===== src/rtl/dispatch_steer.sv =====
// Dispatch queue: multi-lane in-order enqueue with ROB allocation, in-order
// steering of up to LANES oldest uops onto per-pipe reservation stations.
module dispatch_steer #(
  parameter  int LANES  = 2,
  parameter  int PIPES  = 2,
  parameter  int DEPTH  = 8,
  parameter  int UOP_W  = 64,
  parameter  int ROB_W  = 5,
  localparam int PIPE_W = (PIPES > 1) ? $clog2(PIPES) : 1
) (
  input  logic                    clk,
  input  logic                    rst,
  input  logic                    flush,
  input  logic [LANES-1:0]        in_valid,
  input  logic [LANES*UOP_W-1:0]  in_uop,
  input  logic [LANES*PIPE_W-1:0] in_pipe,
  output logic                    in_ready,
  input  logic                    rob_ready,
  input  logic [LANES*ROB_W-1:0]  rob_idx,
  output logic [LANES-1:0]        rob_alloc,
  input  logic [PIPES-1:0]        rs_ready,
  output logic [PIPES-1:0]        disp_valid,
  output logic [PIPES*UOP_W-1:0]  disp_uop,
  output logic [PIPES*ROB_W-1:0]  disp_rob_idx,
  output logic [31:0]             stall_cnt
);

  localparam int AW = $clog2(DEPTH);
  localparam int CW = AW + 1;

  logic [UOP_W-1:0]  q_uop  [DEPTH];
  logic [PIPE_W-1:0] q_pipe [DEPTH];
  logic [ROB_W-1:0]  q_rob  [DEPTH];

  logic [AW-1:0]    head;
  logic [AW-1:0]    tail;
  logic [CW-1:0]    count;
  logic [31:0]      stall_q;
  logic             can_accept;
  logic [LANES-1:0] enq_mask;
  logic [CW-1:0]    n_enq;
  logic [CW-1:0]    n_deq;

  // Space check uses the registered count only; a same-cycle dequeue gives no credit.
  always_comb begin
    can_accept = (CW'(DEPTH) - count) >= CW'(LANES);
    in_ready   = can_accept & rob_ready & ~flush & ~rst;
  end

  // Only the contiguous valid prefix from lane 0 is accepted, and ROB allocation
  // follows the same mask so every allocated ROB slot has a queued uop.
  always_comb begin
    logic run;
    run      = in_ready;
    enq_mask = '0;
    n_enq    = '0;
    for (int unsigned i = 0; i < LANES; i++) begin
      run         = run & in_valid[i];
      enq_mask[i] = run;
      n_enq       = n_enq + CW'(run);
    end
  end

  assign rob_alloc = enq_mask;

  always_comb begin
    logic [AW-1:0]    idx;
    logic [PIPE_W-1:0] p;
    logic [PIPES-1:0] used;
    logic             go;
    disp_valid   = '0;
    disp_uop     = '0;
    disp_rob_idx = '0;
    n_deq        = '0;
    used         = '0;
    idx          = '0;
    p            = '0;
    go           = ~flush & ~rst;
    for (int unsigned k = 0; k < LANES; k++) begin
      idx = head + AW'(k);
      p   = q_pipe[idx];
      go  = go & (CW'(k) < count) & (32'(p) < 32'(PIPES)) & rs_ready[p] & ~used[p];
      if (go) begin
        used[p]                                 = 1'b1;
        disp_valid[p]                           = 1'b1;
        disp_uop[int'(p)*UOP_W +: UOP_W]        = q_uop[idx];
        disp_rob_idx[int'(p)*ROB_W +: ROB_W]    = q_rob[idx];
        n_deq                                   = n_deq + CW'(1);
      end
    end
  end

  always_ff @(posedge clk or posedge rst) begin
    if (rst) begin
      head    <= '0;
      tail    <= '0;
      count   <= '0;
      stall_q <= '0;
    end else if (flush) begin
      head  <= '0;
      tail  <= '0;
      count <= '0;
    end else begin
      tail  <= tail + AW'(n_enq);
      head  <= head + AW'(n_deq);
      count <= count + n_enq - n_deq;
      if (count != '0 && n_deq == '0 && stall_q != '1)
        stall_q <= stall_q + 32'd1;
    end
  end

  always_ff @(posedge clk) begin
    for (int unsigned i = 0; i < LANES; i++) begin
      if (enq_mask[i]) begin
        q_uop[tail + AW'(i)]  <= in_uop[i*UOP_W +: UOP_W];
        q_pipe[tail + AW'(i)] <= in_pipe[i*PIPE_W +: PIPE_W];
        q_rob[tail + AW'(i)]  <= rob_idx[i*ROB_W +: ROB_W];
      end
    end
  end

  assign stall_cnt = stall_q;

endmodule


===== config.mk =====
export PLATFORM = sky130hd
export DESIGN_NAME = dispatch_steer
export DESIGN_NICKNAME = d
export VERILOG_FILES = /design/src/rtl/dispatch_steer.sv
export SDC_FILE = /design/constraint.sdc
export NUM_CORES = 1
export LEC_CHECK = 0
export BUFFER_PORTS_ARGS = -buffer_cell sky130_fd_sc_hd__buf_2
export CAP_MARGIN = 25
export CORE_MARGIN = 8
export CORE_UTILIZATION = 55
export CTS_CLUSTER_SIZE = 20
export DETAILED_ROUTE_END_ITERATION = 6
export GPL_TIMING_DRIVEN = 0
export PLACE_DENSITY = 0.78
export SLEW_MARGIN = 40
export SYNTH_ARGS = -nofsm -noshare
export SYNTH_HDL_FRONTEND = slang
export SYNTH_SLANG_ARGS = --single-unit

===== constraint.sdc =====
create_clock -name clk -period 7.45 [get_ports clk]
set_input_delay 1.1175 -clock clk [delete_from_list [all_inputs] [get_ports clk]]
set_output_delay 1.1175 -clock clk [all_outputs]
set_load 0.005 [all_outputs]

==> flow_summary.ini, run 1 <==
[worst_setup_path]
cp_data_arrival_time_ns = 4.10
critPathSlowestCell = clkbuf_1
cpPeakStageDelay_ns = 0.69
r2r_start = head[0]$_DFF_PP0_
r2r-end = count[3]$_DFF_PP0_
crit_fanout = 10
rr_worst_depth = 14
cp.required_ns = 6.33
path_cells = ha_1, clkbuf_1, clkbuf_1, buf_2, mux4_2, mux2i_1, o22ai_1, buf_2
critPathKind = reg2out
startpoint_type = flip-flop
critPathLaunch = head[1]$_DFF_PP0_
r2r_setup_slack_ns = 3.10
endpoint_kind = primary output

[flow_run]
cap_violations = 0

[synthesis]
synth_edf_count = 560
synthArstFlopShare_pct = 6.98
synth.area.top_cells = edfxtp_1 (48%), mux4_2 (18%), mux2_2 (17%), mux2i_1 (4.0%), dfrtp_1 (3.0%)
syn_nets = 2279
yosys_warnings = 0
synth_ff_type = edfxtp_1
netlist_area_sq_mm = 0.0352
yosysTopAreaCell = edfxtp_1
synthCells = 2113
post_synth.cell_area_avg_sq_um = 16.7
synth_seq_cells = 602
synth_cell_types = 52
yosysSeqAreaShare_pct = 50.7
synth_top_area_share_pct = 47.7

[floorplan]
core_area_sq_mm = 0.0639
core.rowCount = 93
die_h_microns = 269
pin_count = 323
dieWidth_microns = 269
start_util_pct = 55.2
fp.dieArea_sq_mm = 0.0724

[timing]
rsz0062_at_grt = no
min_period_over_period_pct = 70.1
worst_slack_ns = 2.23
worst_slew_pin_slew_ns = 0.902
fin_tns_setup_ns = 0
hold_viol_final = 0
relSlewSlack_pct = 39.9
finalSetupViolations = 0
max_clock_freq_mhz = 192
min_period_ns = 5.22
drv_slew = 0
fin_hold_ws_ns = 0.508
fin_skew_ns = 0.0392

[cts]
path_clk_slew_ns = 0.06
tritoncts = done
cts_buffers = 67
holdBufCountCts = 0
cts_buffer_depth = 3
htree_levels = 3
cts_resized = 0
cts_setup_buffers = 0
cts.sinks = 602
clkLatencyLatePin_ns = 0.62
cts_root_buf = clkbuf_16

[route]
viasPerCell = 6.92
drtAntennaViolNets = 0
drc = 2
post_drt_wl_per_cell_microns = 32.1
drt-initial-drc-count = 3271
num_vias = 24215
wirelength_microns = 112000
drtPass1Iterations = 7

[placed_design]
gp_congestion = 0.876
io_buffers = 322
post-place-ws_ns = 2.82
dp_cells = 3344
dpl_cell_area_sq_mm = 0.0388
dp_hpwl_microns = 76000

[global_routing]
grt.total_usage_pct = 29.8
antenna_found_initial = 42
met2_usage_pct = 49.0
gr-usage-met1_pct = 36.5
grt-ovfl-total = 0
grt_start_max_net_pins = 43
top_usage_layer = met2
grtUsageMet3_pct = 7.63
grt_pass1_wl_microns = 162000
grt_pass1_vias = 24964

[layout]
nNetsFinal = 2725
drive_gt1_share_pct = 55.4
layout.cells.non_filler = 3497
final_util_pct = 64.3
syn2layout_area_growth_pct = 16.5
final_cell_area_sq_mm = 0.0410

[worst_hold_path]
holdPathEnd = stall_cnt[23]$_DFFE_PP0P_
min_path_cells = 1
hp-class = reg2reg
min_from = stall_cnt[23]$_DFFE_PP0P_

[pwr]
power_leakage_nw = 13.9
p_per_area_mw_per_mm2 = 211
vdd_ir_drop_max_mv = 0.180
finalPower_mw = 8.64

[run_status]
failed_checks = DRC
status = finished with violations
-- layout by cell type (no fill, tap or decap), drive strengths merged, types with 5 or more instances in the layout --
cell type	netlist	routed
nor3	7	7
mux2	561	561
clkbuf	39	121
edfxtp	560	560
dfrtp	42	42
inv	21	22
nor4	5	5
and3	7	7
xnor2	25	25
nor2b	7	7
xor2	11	11
clkinv	0	28
o22ai	138	138
bufinv	0	6
buf	132	507
nand3	20	20
diode	0	36
mux2i	141	141
ha	14	14
and4	11	11
nor2	19	19
nand4	11	11
mux4	280	280
nand2	24	24
-- worst max-delay path, delay by kind of cell (launching register included) --
| family | cells | cell delay, ns |
|---|---|---|
| adder cells (fa/ha/maj) | 1 | 0.29 |
| flip-flops | 1 | 0.42 |
| buffers and inverters | 4 | 1.68 |
| multiplexers | 2 | 0.85 |
| AO/OA/AOI/OAI | 1 | 0.22 |
-- cells by family after synthesis --
family	after synthesis	share of synthesized area [%]
AOI/OAI and AO/OA	161	2.91
xor gates and xnor gates	36	0.916
adders and majority gates	18	0.724
buffers and inverters	192	2.95
DFF	602	50.7
muxes	982	39.9
and+or+nand+nor	122	1.94
-- area by class of cell --
| type | instances | area (sq um) |
|---|---|---|
| fill | 4479 | 22800 |
| sequential | 602 | 17900 |
| multi-input combinational | 1319 | 16400 |
| timing repair buffer | 377 | 2380 |
| clock buffer | 80 | 1810 |
| tap | 855 | 1070 |
| buffer | 171 | 992 |
| clock inverter | 36 | 319 |
| antenna | 36 | 90.1 |
| inverter | 21 | 81.3 |
-- layer usage --
| layer | part of all wire, % | wire length (microns) |
|---|---|---|
| met5 | 0.15 | 174 |
| met4 | 4.5 | 5090 |
| met3 | 11 | 12300 |
| met2 | 49 | 55500 |
| met1 | 35 | 39400 |
-- flip-flops by register name, indices dropped and copies added (netlist names) --
signal,cells
stall_cnt,32
count,4
q_uop,512
q_pipe,8
q_rob,40
tail,3
head,3
-- power by group --
group          total, mW  internal (mW)  leakage, nW  switching [mW]
Sequential          3.81           3.76         5.59          0.0521
Clock               3.32           1.93         1.05            1.38
Combinational       1.51          0.723         7.24           0.788
-- worst max path at each step --
stage / end / slack, ns / cells after the start
global placement: q_uop[5][29]$_DFFE_PP_ / -6.66 / 5
finish: disp_uop[24] / 2.23 / 8
floorplan: q_pipe[1]$_DFFE_PP_ / -0.05 / 4
detailed placement: disp_uop[55] / 2.82 / 8
CTS: disp_uop[2] / 2.20 / 8
global route: disp_uop[63] / 2.10 / 8
-- cells in the mapped netlist, drive strengths merged (14+ instances only) --
cell / instances
ha: 14
nand3: 20
edfxtp: 560
dfrtp: 42
nand2: 24
o22ai: 138
mux2i: 141
nor2: 19
xnor2: 25
mux4: 280
mux2: 561
inv: 21
buf: 132
clkbuf: 39
No activity file was read; power rests on OpenSTA's default activity.
==> inputs of run 2 (changes only) <==
clock period = 4.7 ns   (was 7.45 ns; I/O delays follow)
==> flow_summary.ini, run 2 (same netlist as run 1, synthesis figures left out) <==
[run_status]
status = completed

[floorplan]
pin_count = 323
core.rowCount = 93
core_area_sq_mm = 0.0639
dieWidth_microns = 269
fp.dieArea_sq_mm = 0.0724
die_h_microns = 269
start_util_pct = 55.2

[pwr]
finalPower_mw = 13.6
p_per_area_mw_per_mm2 = 332
power_leakage_nw = 13.9
vdd_ir_drop_max_mv = 0.309

[placed_design]
dp_cells = 3345
dpl_cell_area_sq_mm = 0.0388
io_buffers = 322
dp_hpwl_microns = 74700
gp_congestion = 0.842
post-place-ws_ns = 0.558

[global_routing]
grt_start_max_net_pins = 37
grt_pass1_wl_microns = 162000
grt_pass1_vias = 25066
grt-ovfl-total = 0
antenna_found_initial = 27
grt.total_usage_pct = 29.6

[worst_setup_path]
cp_data_arrival_time_ns = 3.92
crit_fanout = 10
r2r_setup_slack_ns = 0.38
critPathKind = reg2out
r2r-end = stall_cnt[23]$_DFFE_PP0P_
r2r_start = head[0]$_DFF_PP0_
endpoint_kind = primary output
rr_worst_depth = 12
cp.required_ns = 3.99
startpoint_type = flip-flop

[timing]
min_period_ns = 4.63
worst_slack_ns = 0.0701
fin_skew_ns = 0.0193
min_period_over_period_pct = 98.5
fin_hold_ws_ns = 0.479
worst_slew_pin_slew_ns = 0.902
finalSetupViolations = 0
drv_slew = 0
hold_viol_final = 0
relSlewSlack_pct = 39.9
rsz0062_at_grt = no
max_clock_freq_mhz = 216

[layout]
nNetsFinal = 2727
final_common_cell = edfxtp_1
drive_gt1_share_pct = 55.4
largest_register_ffs = 512
top_register = q_uop
final_cell_area_sq_mm = 0.0410
syn2layout_area_growth_pct = 16.3
layout_common_cells = edfxtp_1 (560), mux2_2 (545), buf_2 (409)
layout.cells.non_filler = 3490

[cts]
cts_root_buf = clkbuf_16
cts_setup_buffers = 0
cts_buffer_depth = 3
cts.sinks = 602
clkLatencyLatePin_ns = 0.63
htree_levels = 3
path_clk_slew_ns = 0.06
tritoncts = done
cts_buffers = 69

[route]
drtAntennaViolNets = 0
post_drt_wl_per_cell_microns = 31.8
num_vias = 24217
wirelength_microns = 111000
drtPass1Iterations = 6
drc = 0
drt-initial-drc-count = 3151
viasPerCell = 6.94

[flow_run]
cap_violations = 0

[worst_hold_path]
hp-class = in2reg
holdPathEnd = q_uop[6][6]$_DFFE_PP_
min_from = in_uop[6]
min_path_cells = 2
-- run 2: changes by cell type in the layout (fill, tap and decap cells not counted), moves of 4 or more --
cell	previous run	this run
clkbuf_1	37	48
diode_2	36	26
clkinv_2	14	6
clkinv_1	14	7
bufinv_16	6	1
clkbuf_8	0	4
-- run 2: through the flow --
step	setup TNS (ns)	utilization, %
2_1_floorplan	-180.72	-
5_1_grt	0	64.1
4_1_cts	0	64.0
3_3_place_gp	-2036.00	59.4
6_report	0	64.2
3_5_place_dp	0	60.7
-- run 2: timing repair --
| item | in CTS | in global routing |
|---|---|---|
| cloned | 0 | 0 |
| hold buffers | 1 | 0 |
| gates resized for setup | 2 | 1 |
| endpoints found under the setup margin | 52 | 47 |
| hold endpoints to repair | 6 | 0 |
-- run 2: how the worst max path moves through the flow --
stage / startpoint / to / slack (ns) / cells past startpoint
final: head[1]$_DFF_PP0_ / disp_uop[19] / 0.07 / 8
after detailed placement: head[0]$_DFF_PP0_ / stall_cnt[16]$_DFFE_PP0P_ / 0.56 / 12
after floorplan: count[2]$_DFF_PP0_ / q_pipe[6]$_DFFE_PP_ / -0.69 / 7
after global placement: rob_ready / q_uop[6][30]$_DFFE_PP_ / -5.08 / 7
after CTS: head[0]$_DFF_PP0_ / disp_uop[0] / 0.04 / 8
after global routing: head[1]$_DFF_PP0_ / disp_uop[11] / 0.03 / 8
-- run 2: power breakdown --
part	internal [mW]	total, mW	switching, mW
Combinational	1.15	2.41	1.26
Clock	2.93	5.14	2.21
Sequential	5.96	6.05	0.0840
Total	10.0	13.6	3.56
-- run 2: final cells by class --
cell class | count | area [sq um]
clock buffer | 98 | 1940
antenna | 26 | 65.1
timing repair buffer | 379 | 2380
tap | 855 | 1070
sequential | 602 | 17900
clock inverter | 21 | 154
inverter | 21 | 81.3
multi-input combinational | 1319 | 16400
buffer | 169 | 985
fill | 4514 | 22900
-- run 2: worst max-delay path: stages, from the launching register on --
cell and delay [ns]:
dfrtp_1 0.42, ha_1 0.28, clkbuf_1 0.27, mux4_2 0.55
mux2i_1 0.33, nand2_2 0.41, clkbuf_1 0.45, o22ai_1 0.40
buf_2 0.19
-- run 2: per-layer routing --
metal | track usage [%] | part of all wire (%)
met5 | 0 | 0.12
met4 | 13.5 | 4.3
met3 | 7.60 | 10
met2 | 48.6 | 49
met1 | 36.8 | 36
